<file path="config.mk">
export PLATFORM = sky130hd
export DESIGN_NAME = bcd2bin
export DESIGN_NICKNAME = d
export VERILOG_FILES = /design/src/rtl/bcd2bin.sv
export SDC_FILE = /design/constraint.sdc
export NUM_CORES = 1
export LEC_CHECK = 0
export ABC_AREA = 1
export BUFFER_PORTS_ARGS = -buffer_cell sky130_fd_sc_hd__clkbuf_2
export CORE_MARGIN = 5
export CORE_UTILIZATION = 49
export DETAILED_ROUTE_END_ITERATION = 10
export PLACE_DENSITY = 0.86
export SLEW_MARGIN = 15
export SYNTH_ARGS = -nofsm -noshare
export SYNTH_HDL_FRONTEND = slang
export SYNTH_SLANG_ARGS = --single-unit
</file>
<file path="constraint.sdc">
create_clock -name clk -period 1.63 [get_ports clk]
set_input_delay 0.163 -clock clk [delete_from_list [all_inputs] [get_ports clk]]
set_output_delay 0.163 -clock clk [all_outputs]
set_load 0.01 [all_outputs]
</file>
<file path="src/rtl/bcd2bin.sv">
// rtl/bcd2bin.sv - two-digit BCD to 7-bit binary converter, one result bit per OP cycle
module bcd2bin (
  input  logic       clk,
  input  logic       reset,
  input  logic       start,
  input  logic [3:0] bcd1,
  input  logic [3:0] bcd0,
  output logic       ready,
  output logic       done_tick,
  output logic [6:0] bin
);

  typedef enum logic [1:0] {IDLE, OP, DONE} state_t;

  state_t     state_q, state_d;
  logic [6:0] a_q, a_d;
  logic [6:0] b_q, b_d;
  logic [6:0] c_q, c_d;
  logic [6:0] bin_q, bin_d;
  logic [2:0] n_q, n_d;
  logic [1:0] cy_q, cy_d;
  logic [2:0] sum;

  // Bit-serial three-operand add of 8*bcd1 + 2*bcd1 + bcd0; wraps naturally mod 128.
  assign sum = {2'b00, a_q[0]} + {2'b00, b_q[0]} + {2'b00, c_q[0]} + {1'b0, cy_q};

  always_ff @(posedge clk or negedge reset) begin
    if (!reset) begin
      state_q <= IDLE;
      a_q     <= '0;
      b_q     <= '0;
      c_q     <= '0;
      bin_q   <= '0;
      n_q     <= '0;
      cy_q    <= '0;
    end else begin
      state_q <= state_d;
      a_q     <= a_d;
      b_q     <= b_d;
      c_q     <= c_d;
      bin_q   <= bin_d;
      n_q     <= n_d;
      cy_q    <= cy_d;
    end
  end

  always_comb begin
    state_d   = state_q;
    a_d       = a_q;
    b_d       = b_q;
    c_d       = c_q;
    bin_d     = bin_q;
    n_d       = n_q;
    cy_d      = cy_q;
    ready     = 1'b0;
    done_tick = 1'b0;
    case (state_q)
      IDLE: begin
        ready = 1'b1;
        if (start) begin
          a_d     = {bcd1, 3'b000};
          b_d     = {2'b00, bcd1, 1'b0};
          c_d     = {3'b000, bcd0};
          n_d     = '0;
          cy_d    = '0;
          state_d = OP;
        end
      end
      OP: begin
        a_d   = a_q >> 1;
        b_d   = b_q >> 1;
        c_d   = c_q >> 1;
        cy_d  = sum[2:1];
        bin_d = {sum[0], bin_q[6:1]};
        n_d   = n_q + 3'd1;
        if (n_q == 3'd6) state_d = DONE;
      end
      DONE: begin
        done_tick = 1'b1;
        state_d   = IDLE;
      end
      default: state_d = IDLE;
    endcase
  end

  assign bin = bin_q;

endmodule

</file>
==> results of run 1 <==
[flip-flops by register name, indices dropped and copies added (netlist names)]
| name | count |
|---|---|
| a_q | 7 |
| bin | 7 |
| c_q | 4 |
| cy_q | 2 |
| n_q | 3 |
| state_q | 2 |
[power by group through the flow]
stage	registers [mW]	clock network (mW)	logic, mW
floorplan	1.08	0	0.815
global placement	1.09	0	1.00
detailed placement	1.11	0	1.06
CTS	1.10	0.284	1.10
global route	1.14	0.309	1.24
finish	1.10	0.274	1.07
[area by class of cell]
cell class / count / area share [%]
Sequential cell: 25 / 46.9
Multi-Input combinational cell: 88 / 33.3
Inverter: 20 / 5.63
Timing Repair Buffer: 23 / 9.57
Tap cell: 28 / 2.63
Clock buffer: 4 / 1.97
[kinds of logic after synthesis]
family | share of synthesized area, %
adders and majority gates | 6.58
and+or+nand+nor | 24.6
DFF | 53.0
buffers and inverters | 9.54
AOI/OAI and AO/OA | 6.26
[Yosys cell counts, drive strengths merged]
cell and n:
nor2 4, ha 3, nand2 56, nand3 8
inv 20, fa 2, dfrtp 25, buf 4
o21ai 14, nor3 1
[metal layers]
metal  vias up  wire, um  track usage [%]  share of wire [%]
met5         -         0                0                  0
met4         0        42             5.83                1.9
met3         5       106             2.83                4.8
met2        23      1080             25.9                 48
met1       427       993             18.3                 45
li1        461         -                -                  -
[path summary, 6_finish.rpt]
path / slack (ns) / cells past startpoint / to
setup reg to reg: -0.13 / 5 / cy_q[0]$_DFFE_PN0P_
hold / removal: 0.09 / 3 / a_q[6]$_DFFE_PN0P_
max in group asynchronous: 0.88 / 2 / a_q[4]$_DFFE_PN0P_
hold reg to reg: 0.49 / 2 / a_q[1]$_DFFE_PN0P_
setup / recovery: -0.13 / 5 / cy_q[0]$_DFFE_PN0P_
min in group asynchronous: 0.36 / 2 / bin[2]$_DFFE_PN0N_
[repair_timing]
item,4_1_cts,5_1_grt
resized for setup,1,0
endpoints found under the hold margin,25,0
cloned,0,0
buffers inserted,1,0
hold buffers,1,0
pin swaps,0,0
endpoints found under the setup margin,2,2
[critical path: stages (launching register included)]
cell and delay [ns]:
dfrtp_1 0.42, fa_1 0.55, ha_2 0.17, fa_1 0.40
nand2_1 0.08, nand2_1 0.05
[stage by stage]
step	setup slack (ns)	setup TNS, ns	area [sq um]
2_1_floorplan	-0.0550	-0.0550	1180
3_3_place_gp	-0.0837	-0.0920	1290
3_5_place_dp	-0.119	-0.147	1290
4_1_cts	-0.132	-0.157	1330
5_1_grt	-0.189	-0.293	1330
6_report	-0.131	-0.153	1330
[cells in the final DEF (no fill, tap or decap), drive strengths merged]
cell         netlist  routed
nand2             56      56
dfrtp             25      25
clkbuf             0      23
inv               20      20
o21ai             14      14
nand3              8       8
nor2               4       4
buf                4       3
ha                 3       3
fa                 2       2
nor3               1       1
dlygate4sd3        0       1
==> flow_summary.yaml, run 1 <==
synthesis:
  syn_nets: 153
  synth_warnings: 0
  yosys.area.top_type: "dfrtp_1"
  yosysSeqAreaShare_pct: 53.0
  synth_top_area_share_pct: 53.0
  post_synth.cell_area_avg_sq_um: 8.61
  ys_ff_latch: 25
  ys_types: 17
  synthesis.instances: 137
  synthTopCellsByArea: "dfrtp_1 53%, nand2_1 17%, inv_1 6.0%"
  syn_area_sq_um: 1180
power_and_ir_drop:
  p_int_mw: 1.42
  power_leakage_nw: 0.751
  combPwrFrac_pct: 43.8
  p_clk_share_pct: 11.2
  vdd_drop_max_v: 0.00108
  power.density_nw_per_um2: 1830
  finalPower_mw: 2.44
  switching_share_pct: 42.0
  p_seq_share_pct: 44.9
  switchingPower_mw: 1.02
placement:
  dp.cells: 182
  dp_hpwl_mm: 1.62
  gp_congestion: 0.744
  numPortBuffers: 19
sta:
  final.min_clock_period_ns: 1.76
  finalSetupViolations: 2
  fin_hold_ws_ns: 0.0926
  fmax_ghz: 0.568
  fin_skew_ns: 0.00226
  relSlewSlack_pct: 59.9
  rsz0062_at_grt: "true"
  tightest_slew_ns: 0.601
  timing.final.crit_share_pct: 108
  timing.final.ws_setup_ns: -0.131
  slew_violations: 0
  hold_violations: 0
die:
  fp.dieH_um: 59.1
  die_width_um: 59.1
  io_pins: 20
  dieArea_sq_um: 3490
  std_cell_rows: 17
  coreArea_sq_um: 2250
  start_util_pct: 52.3
final_layout:
  final.fill_count: 219
  utilization_pct: 59.2
  area_growth_pct: 13.0
  antenna_cells: 0
  final_cells: 188
  drive_gt1_share_pct: 20.0
  seq_area_sq_um: 626
  nNetsFinal: 177
  multi_input_area_sq_um: 444
cts:
  cts_made_buffers: 3
  clk_latency_ns: 0.32
  cts_max_level: 1
  cts_tree: "built"
  clkSinkCount: 25
  clk_pin_slew_worst_paths_ns: 0.13
  clk_path_buf_depth: 2
  root_buffer: "clkbuf_4"
setup_path:
  cp-end-kind: "flop"
  cp.arrival_ns: 1.98
  required_ns: 1.85
  critPathMaxFanout: 2
  startpoint_type: "flop"
  r2r-start: "a_q[0]$_DFFE_PN0P_"
  startpoint: "a_q[0]$_DFFE_PN0P_"
  path_class: "reg2reg"
drt:
  avgViaCountPerCell: 4.87
  drtIter0Drc: 12
  vias: 916
  drtAntennaViolNets: 0
  wl_per_cell_um: 11.8
  routed_wl_mm: 2.22
  drtPass1Iterations: 3
  drc: 0
global_routing:
  grt_max_degree: 26
  grt_pass1_wl_mm: 4.00
  grt_pass1_vias: 967
  grt_usage_pct: 14.9
  antenna_found_initial: 0
  grt-ovfl-total: 0
status:
  violations: "negative setup slack"
  status: "finished with violations"
worst_hold_path:
  min_from: "bcd1[3]"
  min_path_type: "in2reg"
flow_run:
  drv_cap: 0
Note: power is estimated with default switching activity, not from simulation.
==> run 2: changes to the inputs <==
--- a/config.mk
+++ b/config.mk
@@ -8,9 +8,10 @@
 export ABC_AREA = 1
 export BUFFER_PORTS_ARGS = -buffer_cell sky130_fd_sc_hd__clkbuf_2
 export CORE_MARGIN = 5
-export CORE_UTILIZATION = 49
+export CORE_UTILIZATION = 52
+export CTS_BUF_LIST = sky130_fd_sc_hd__clkbuf_4
 export DETAILED_ROUTE_END_ITERATION = 10
-export PLACE_DENSITY = 0.86
+export PLACE_DENSITY = 0.87
 export SLEW_MARGIN = 15
 export SYNTH_ARGS = -nofsm -noshare
 export SYNTH_HDL_FRONTEND = slang
==> constraint.sdc (replaced) <==
create_clock -name clk -period 1.92 [get_ports clk]
set_input_delay 0.192 -clock clk [delete_from_list [all_inputs] [get_ports clk]]
set_output_delay 0.192 -clock clk [all_outputs]
set_load 0.01 [all_outputs]
==> flow_summary.yaml, run 2 (same netlist as run 1, synthesis figures left out) <==
drt:
  drtIter0Drc: 27
  routed_wl_mm: 2.22
  drtAntennaViolNets: 0
  drtPass1Iterations: 4
  drc: 0
  wl_per_cell_um: 12.0
  vias: 903
  avgViaCountPerCell: 4.88
setup_path:
  r2r_cells: 5
  cp-end-kind: "flop"
  slowest_stage: "fa_1"
  required_ns: 2.18
  cp_slowest_stage_delay_ns: 0.50
  cp.arrival_ns: 2.07
  critPathMaxFanout: 2
  path_cells: "fa_1 -> ha_1 -> fa_1 -> nand2_1 -> nand2_1"
  path_class: "reg2reg"
  startpoint_type: "flop"
final_layout:
  multi_input_area_sq_um: 442
  area_growth_pct: 11.2
  drive_gt1_share_pct: 18.5
  final.fill_count: 215
  antenna_cells: 0
  final_cells: 185
  layout_commonest_cell: "nand2_1"
  seq_area_sq_um: 626
  final_cell_mix: "53 x nand2_1, 25 x dfrtp_1, 19 x inv_1, 19 x clkbuf_2, 9 x o21ai_0"
  nNetsFinal: 174
worst_hold_path:
  hold_path_depth: 3
  min_path_type: "in2reg"
die:
  start_util_pct: 53.9
  dieArea_sq_um: 3320
  die_width_um: 57.6
  io_pins: 20
  coreArea_sq_um: 2190
  std_cell_rows: 17
  fp.dieH_um: 57.6
sta:
  fin_hold_ws_ns: 0.118
  rsz0062_at_grt: "false"
  fin_skew_ns: 0.00550
  final.min_clock_period_ns: 1.81
  tightest_slew_ns: 0.608
  hold_violations: 0
  timing.final.crit_share_pct: 94.4
  slew_violations: 0
  tns_ns: 0
  finalSetupViolations: 0
  fmax_ghz: 0.552
  relSlewSlack_pct: 59.5
status:
  status: "complete, no violations"
cts:
  postCtsHoldBufs: 1
  cts_made_buffers: 3
  cts_setup_buffers: 0
  clkSinkCount: 25
  cts_resized: 0
  cts_tree: "built"
  clk_pin_slew_worst_paths_ns: 0.13
  root_buffer: "clkbuf_4"
  cts_max_level: 1
  clk_latency_ns: 0.31
  clk_path_buf_depth: 2
placement:
  dp.cells: 180
  numPortBuffers: 19
  gp_congestion: 0.768
  dp_hpwl_mm: 1.61
global_routing:
  grt_usage_pct: 15.4
  grt_pass1_vias: 935
  grt_pass1_wl_mm: 3.97
  antenna_found_initial: 0
  grt_max_degree: 26
  grt-ovfl-total: 0
power_and_ir_drop:
  vdd_drop_max_v: 0.000865
  power_leakage_nw: 0.741
  finalPower_mw: 2.05
  power.density_nw_per_um2: 1560
flow_run:
  drv_cap: 0
run 2: path summary, 6_finish.rpt:
path,startpoint,end,slack [ns]
setup / recovery,a_q[0]$_DFFE_PN0P_,cy_q[0]$_DFFE_PN0P_,0.11
hold / removal,bcd0[3],c_q[3]$_DFFE_PN0P_,0.12
setup reg to reg,a_q[0]$_DFFE_PN0P_,cy_q[0]$_DFFE_PN0P_,0.11
hold reg to reg,a_q[5]$_DFFE_PN0P_,a_q[5]$_DFFE_PN0P_,0.49
max in group asynchronous,reset,a_q[0]$_DFFE_PN0P_,1.12
min in group asynchronous,reset,bin[4]$_DFFE_PN0N_,0.40
run 2: final cells by class:
class                      instances  area share, %
timing repair buffer              20           8.01
multi-input combinational         88           33.7
sequential                        25           47.7
clock buffer                       4           2.29
tap                               28           2.67
inverter                          20           5.72
run 2: per-layer routing:
| metal | global-route usage, % | vias up | share of wire [%] |
|---|---|---|---|
| li1 | - | 457 | - |
| met1 | 18.3 | 421 | 44 |
| met3 | 2.90 | 2 | 5.3 |
| met2 | 27.7 | 23 | 50 |
| met4 | 4.97 | 0 | 0.45 |
| met5 | 0 | - | 0 |
run 2: power by group:
group / switching (mW) / total (mW) / internal, mW
logic: 0.542 / 0.879 / 0.336
clock network: 0.149 / 0.244 / 0.0952
registers: 0.177 / 0.932 / 0.755
run 2: worst max-delay path, delay by kind of cell, from the launching register on:
kind,cells,cell delay [ns]
adders and majority gates,3,1.20
DFF,1,0.43
and+or+nand+nor,2,0.13
run 2: metrics by stage:
stage / worst slack, ns / instance area [sq um] / util, %
2_1_floorplan: 0.235 / 1180 / -
3_3_place_gp: 0.203 / 1270 / 58.1
3_5_place_dp: 0.134 / 1270 / 58.1
4_1_cts: 0.0949 / 1310 / 59.9
5_1_grt: 0.0688 / 1310 / 59.9
6_report: 0.108 / 1310 / 59.9
